### src/rtl/mem_io_arbiter.sv
// Shared data-memory / IO port arbiter between the CPU load/store unit and the UART loader.
// Round-robin between requesters, one transaction in flight, memory reads wait MEM_LAT cycles.
module mem_io_arbiter #(
  parameter logic [31:0] IO_BASE = 32'hFFFF_FC00,
  parameter int unsigned MEM_LAT = 1
) (
  input  logic        clk,
  input  logic        rst_n,
  input  logic        cpu_req,
  input  logic        cpu_we,
  input  logic [31:0] cpu_addr,
  input  logic [31:0] cpu_wdata,
  output logic [31:0] cpu_rdata,
  output logic        cpu_done,
  output logic        cpu_stall,
  input  logic        ldr_req,
  input  logic [31:0] ldr_addr,
  input  logic [31:0] ldr_wdata,
  output logic        ldr_ack,
  output logic        mem_en,
  output logic        mem_we,
  output logic [31:0] mem_addr,
  output logic [31:0] mem_wdata,
  input  logic [31:0] mem_rdata,
  output logic        io_rd,
  output logic        io_wr,
  output logic [15:0] io_wdata,
  input  logic [15:0] io_rdata
);

  localparam logic [1:0] LAT_LAST = 2'(MEM_LAT - 1);

  typedef enum logic [1:0] {IDLE, ISSUE, WAIT, RESP} state_t;

  state_t      state, state_next;
  logic        grant_ldr;
  logic        last_grant;
  logic [31:0] addr_q;
  logic [31:0] wdata_q;
  logic        we_q;
  logic [1:0]  wait_cnt;
  logic        io_sel;
  logic        pick_ldr;
  logic        any_req;

  assign io_sel    = (addr_q >= IO_BASE);
  assign any_req   = cpu_req | ldr_req;
  // last_grant = 1 means the loader was served last, so the CPU wins a tie
  assign pick_ldr  = ldr_req & (~cpu_req | ~last_grant);
  assign cpu_stall = cpu_req & ~cpu_done;

  always_ff @(posedge clk or negedge rst_n) begin
    if (!rst_n) begin
      state <= IDLE;
    end else begin
      state <= state_next;
    end
  end

  always_comb begin
    state_next = state;
    mem_en     = 1'b0;
    mem_we     = 1'b0;
    mem_addr   = 32'h0;
    mem_wdata  = 32'h0;
    io_rd      = 1'b0;
    io_wr      = 1'b0;
    io_wdata   = 16'h0;
    cpu_done   = 1'b0;
    ldr_ack    = 1'b0;
    case (state)
      IDLE: begin
        if (any_req) state_next = ISSUE;
      end
      ISSUE: begin
        if (!io_sel) begin
          mem_en    = 1'b1;
          mem_we    = we_q;
          mem_addr  = addr_q;
          mem_wdata = wdata_q;
        end else if (!grant_ldr) begin
          // loader writes into IO space are swallowed but still acknowledged
          io_wr    = we_q;
          io_rd    = ~we_q;
          io_wdata = we_q ? wdata_q[15:0] : 16'h0;
        end
        state_next = (!io_sel && !we_q) ? WAIT : RESP;
      end
      WAIT: begin
        if (wait_cnt == LAT_LAST) state_next = RESP;
      end
      RESP: begin
        cpu_done   = ~grant_ldr;
        ldr_ack    = grant_ldr;
        state_next = IDLE;
      end
      default: state_next = IDLE;
    endcase
  end

  // Request latching, arbitration history, WAIT counter and load-data capture
  always_ff @(posedge clk or negedge rst_n) begin
    if (!rst_n) begin
      grant_ldr  <= 1'b0;
      last_grant <= 1'b1;
      addr_q     <= 32'h0;
      wdata_q    <= 32'h0;
      we_q       <= 1'b0;
      wait_cnt   <= 2'd0;
      cpu_rdata  <= 32'h0;
    end else begin
      if (state == IDLE && any_req) begin
        grant_ldr  <= pick_ldr;
        last_grant <= pick_ldr;
        addr_q     <= pick_ldr ? ldr_addr : cpu_addr;
        wdata_q    <= pick_ldr ? ldr_wdata : cpu_wdata;
        we_q       <= pick_ldr | cpu_we;
      end
      if (state == ISSUE && io_sel && !we_q) begin
        cpu_rdata <= {16'h0000, io_rdata};
      end
      if (state == WAIT) begin
        if (wait_cnt == LAT_LAST) begin
          wait_cnt  <= 2'd0;
          cpu_rdata <= mem_rdata;
        end else begin
          wait_cnt <= wait_cnt + 2'd1;
        end
      end else begin
        wait_cnt <= 2'd0;
      end
    end
  end

endmodule

### config.mk
export PLATFORM = sky130hd
export DESIGN_NAME = mem_io_arbiter
export DESIGN_NICKNAME = d
export VERILOG_FILES = /design/src/rtl/mem_io_arbiter.sv
export SDC_FILE = /design/constraint.sdc
export NUM_CORES = 1
export LEC_CHECK = 0
export CORE_ASPECT_RATIO = 2
export CORE_MARGIN = 4
export CORE_UTILIZATION = 40
export DETAILED_ROUTE_END_ITERATION = 7
export PLACE_DENSITY_LB_ADDON = 0.1
export SETUP_SLACK_MARGIN = 0.3
export SLEW_MARGIN = 20
export SYNTH_ARGS = -nofsm -noshare
export SYNTH_HDL_FRONTEND = slang
export SYNTH_SLANG_ARGS = --single-unit
### constraint.sdc
create_clock -name clk -period 2.6 [get_ports clk]
set_input_delay 0.65 -clock clk [delete_from_list [all_inputs] [get_ports clk]]
set_output_delay 0.65 -clock clk [all_outputs]
set_load 0.005 [all_outputs]
### Word level (Yosys, flattened, before mapping)

Cells that the tools add are included.

* memories: 0
* bits in latches: 0
* bits in writable memories: 0
* bits of input ports: 181
* bits in read-only memories: 0
* register bits after elaboration: 103

* order comparisons: 1
* $mul: 0
* reductions and logical operators: 9
* bitwise operators: 10
* muxes and demuxes: 31
* shift operators: 0
* eq/ne operators: 5
* add/sub/neg operators: 1
* divide/modulo/power cells: 0

Operator list (number)
* $mux 32: 9
* $mux 16: 4
* $ge 32x32->1 const B: 1
* $mux 1: 13
* $mux 2: 4
* $pmux 2 s4: 1
* $not 1->1: 5
* $eq 2x2->1 const B: 2
* $logic_and 1x1->1: 4
* $logic_not 2->1: 2
* $ne 2x2->1 const B: 2
* $or 1x1->1: 3
* $add 2x1->2 const B: 1
* $and 1x1->1: 2
* $eq 2x1->1 const B: 1
* $logic_not 1->1: 2
* $reduce_and 2->1: 1

### Depth between registers and ports, before layout

* depth after elaboration: 6
* depth in mapped cells: 8
* mapped depth without buffers: 6

### Worst setup path after synthesis

No wires, ideal clock.

* path type: flip-flop to output port
* start: reg state[1]
* end: out io_rd
* path slack: 0.190 ns
* arrival: 1.760 ns
* stages on the path, launching flop included: 8
* path through: dfrtp_1 inv_1 ha_1 inv_2 or4_1 clkbuf_1 clkbuf_1 nor3_1

* cells in the longest elaborated chain, start to end: 2

Ends and longest elaborated chain
* start, declared: line 35 `state_t state, state_next;`
* start signal, assigned: line 56 `state <= state_next;`
* $eq 2x1->1: line 71 `case (state)`
* $mux 1: line 71
* end, declared: line 25 `output logic io_rd,`

Every way passes these cells.

### Final worst setup path

* start: reg addr_q[22]
* end: out mem_wdata[4]

* cells in the longest elaborated chain, start to end: 3

Ends and longest elaborated chain
* start, declared: line 38 `logic [31:0] addr_q;`
* start signal, assigned: line 115 `addr_q <= pick_ldr ? ldr_addr : cpu_addr;`
* $ge 32x32->1: line 46 `assign io_sel = (addr_q >= IO_BASE);`
* $mux 32: line 76 `if (!io_sel) begin`
* $mux 32: line 71
* end, declared: line 23 `output logic [31:0] mem_wdata,`

Every way passes these cells.

==> results.yml <==
sta:
  hold_viol_final: 0
  fin_crit_ns: 2.853
  final.setup_skew_ns: 0.01296
  fin_crit_sh: 1.097
  relSlewSlack: 0.5595
  setup_ws_ns: -0.2528
  max_freq_mhz: 350.5
  slew_viol_final: 0
  rsz0062_at_grt: "true"
  tightest_slew_ns: 0.6607
  setup_viol: 70
placed_design:
  portBuffers: 299
  dp_hpwl_um: 15200
  place_congestion: 0.8377
global_route:
  antenna_found_initial: 0
  grt_max_degree: 78
  grt-ovfl-total: 0
  grt_first_pass_wirelength_um: 31740
  grt_pass1_vias: 5960
  track_usage: 0.2534
setup_path:
  crit_required_ns: 1.95
  cp_num_buf_inv: 6
  worst_setup_path_start_kind: "register"
  cpPeakStageDelay_ns: 0.37
  arrival_ns: 2.20
  path_class: "register to output pin"
  slowest_stage: "dfrtp_1"
  end_kind: "output pin"
  crit_fanout: 5
  critPathTopFamily: "buffers and inverters"
  worstPathCellList: "nand4_1, nor4_4, buf_4, a21oi_4, buf_12, buf_8, buf_12, buf_6, and2_4, buf_6"
final_layout:
  num_antenna_cells: 0
  drive_above_1_share: 0.2602
  nets: 1135
  area_growth_pct: 79.87
  post-route-util: 0.7331
synth:
  synthTopCellsByCount: "dfrtp_1, nand2_1, o21ai_0"
  netlist_instances: 607
  yosysMostFrequentCell: "dfrtp_1"
  synthFlopType: "dfrtp_1"
  synth_top_area_cell: "dfrtp_1"
  synth_area_sq_um: 5508
  async_flop_share: 1.000
  synth-edff-count: 0
  yosysWarnings: 0
  yosysTopAreaCellShare: 0.4634
  ys_types: 34
  ys_ff_latch: 103
  yosysSeqAreaShare: 0.4682
  synth.area.top_cells: "dfrtp_1, mux2i_1, and2_1"
  synth_nets: 794
  synth.avg_cell_area_sq_um: 9.074
hold_path:
  hold_path.class: "input port to async pin"
die:
  io-pin-count: 300
  start_util: 0.4076
  dieArea_sq_um: 15830
  rows: 60
  die_w_um: 90.98
  die_h_um: 174.0
  coreArea_sq_um: 13510
detailed_routing:
  viasPerCell: 5.208
  first_iter_violations: 209
  antenna_left: 0
  route.detailed.drc: 0
  routed_wl_um: 21210
  first_pass_iters: 4
  vias: 5770
  routedWlPerCell_um: 19.14
clock_network:
  cts_buffers: 9
  root_buffer: "clkbuf_16"
  clk-insertion-delay-late_ns: 0.35
  cts-htree-levels: 3
  clock_sinks: 103
  cts_max_path_buffers: 2
  cts_tree: "yes"
  cts-hold-fix-buffers: 0
  path_clk_slew_ns: 0.08
run:
  cap_violations: 0
power:
  ir_drop_uv: 656.5
  power.leakage_nw: 4.474
  power_mw: 9.650
  powerDensity_nw_per_um2: 974.0
run_status:
  status: "finished with violations"
  violations: "setup timing"
routing by layer:
metal,GRT usage,part of all wire
met4,0.08690,0.036
met2,0.4903,0.56
met3,0.06713,0.071
met1,0.2542,0.34
met5,0,0
timing repair:
| item | 4_1_cts | 5_1_grt |
|---|---|---|
| gates cloned | 7 | 4 |
| endpoints found under the hold margin | 0 | 0 |
| pin swaps | 10 | 46 |
| endpoints found under the setup margin | 87 | 84 |
| resized for setup | 374 | 99 |
| setup buffers | 19 | 10 |
metrics by stage:
stage | cells | instance area [sq um] | hold WS (ns) | worst slack [ns] | TNS, ns
6_report | 1108 | 9907 | 0.2916 | -0.2528 | -10.18
4_1_cts | 1094 | 9460 | 0.3135 | -0.2307 | -8.599
3_3_place_gp | 1052 | 8925 | 0.4542 | -0.02968 | -0.4228
5_1_grt | 1108 | 9907 | 0.3208 | -0.3378 | -17.44
3_5_place_dp | 1052 | 8925 | 0.4626 | -0.09965 | -1.409
2_1_floorplan | 607 | 5530 | 0.3544 | 0.3428 | 0
report_power, final:
| group | internal [mW] | leakage [nW] | switching, mW |
|---|---|---|---|
| Sequential | 2.39 | 1.25 | 0.539 |
| Clock | 0.762 | 0.144 | 0.636 |
| Combinational | 3.05 | 3.08 | 2.28 |
logic make-up after synthesis:
| group | after synthesis | synth area share |
|---|---|---|
| AND/OR/NAND/NOR | 241 | 0.2267 |
| adder cells (fa/ha/maj) | 6 | 0.01363 |
| buffers and inverters | 53 | 0.04112 |
| multiplexers | 64 | 0.1163 |
| AO/OA/AOI/OAI | 140 | 0.1340 |
| flip-flops | 103 | 0.4682 |
state kept, by name, indices dropped and copies added, names as in the netlist:
register,count
cpu_rdata,32
state,2
last_grant,1
wdata_q,32
addr_q,32
grant_ldr,1
we_q,1
wait_cnt,2
area by class of cell:
type | instances | area [sq um]
well taps | 155 | 193.9
clock inverters | 6 | 72.57
flip-flops and latches | 103 | 2579
fillers | 1026 | 3606
multi-input cells | 451 | 2913
inverters | 5 | 18.77
repair buffers | 378 | 3901
clock buffers | 10 | 229.0
cells in the final DEF (no fill, tap or decap), types with 2 or more instances in the layout:
| master | n |
|---|---|
| a21oi_1 | 18 |
| a31oi_1 | 17 |
| and2_1 | 29 |
| and2_4 | 56 |
| buf_12 | 11 |
| buf_16 | 7 |
| buf_2 | 25 |
| buf_4 | 50 |
| buf_6 | 63 |
| buf_8 | 2 |
| clkbuf_16 | 13 |
| clkbuf_2 | 2 |
| clkdlybuf4s50_1 | 211 |
| dfrtp_1 | 102 |
| dlygate4sd2_1 | 3 |
| ha_1 | 5 |
| inv_1 | 3 |
| inv_2 | 2 |
| inv_6 | 4 |
| mux2i_1 | 64 |
| nand2_1 | 100 |
| nand4_1 | 6 |
| nor2_1 | 21 |
| nor2b_1 | 3 |
| nor3b_1 | 16 |
| o21ai_0 | 97 |
| o21ai_1 | 2 |
final timing paths:
kind | from | to | slack (ns) | cells past startpoint
setup / recovery | addr_q[22] | mem_wdata[4] | -0.25 | 10
hold / removal | rst_n | cpu_rdata[28] | 0.29 | 1
setup reg to reg | addr_q[22] | cpu_rdata[14] | 0.61 | 7
hold reg to reg | wdata_q[26] | wdata_q[26] | 0.48 | 2
max in group asynchronous | rst_n | addr_q[5] | 1.64 | 2
min in group clk | wdata_q[26] | wdata_q[26] | 0.48 | 2
Note: power is estimated with default switching activity, not from simulation.
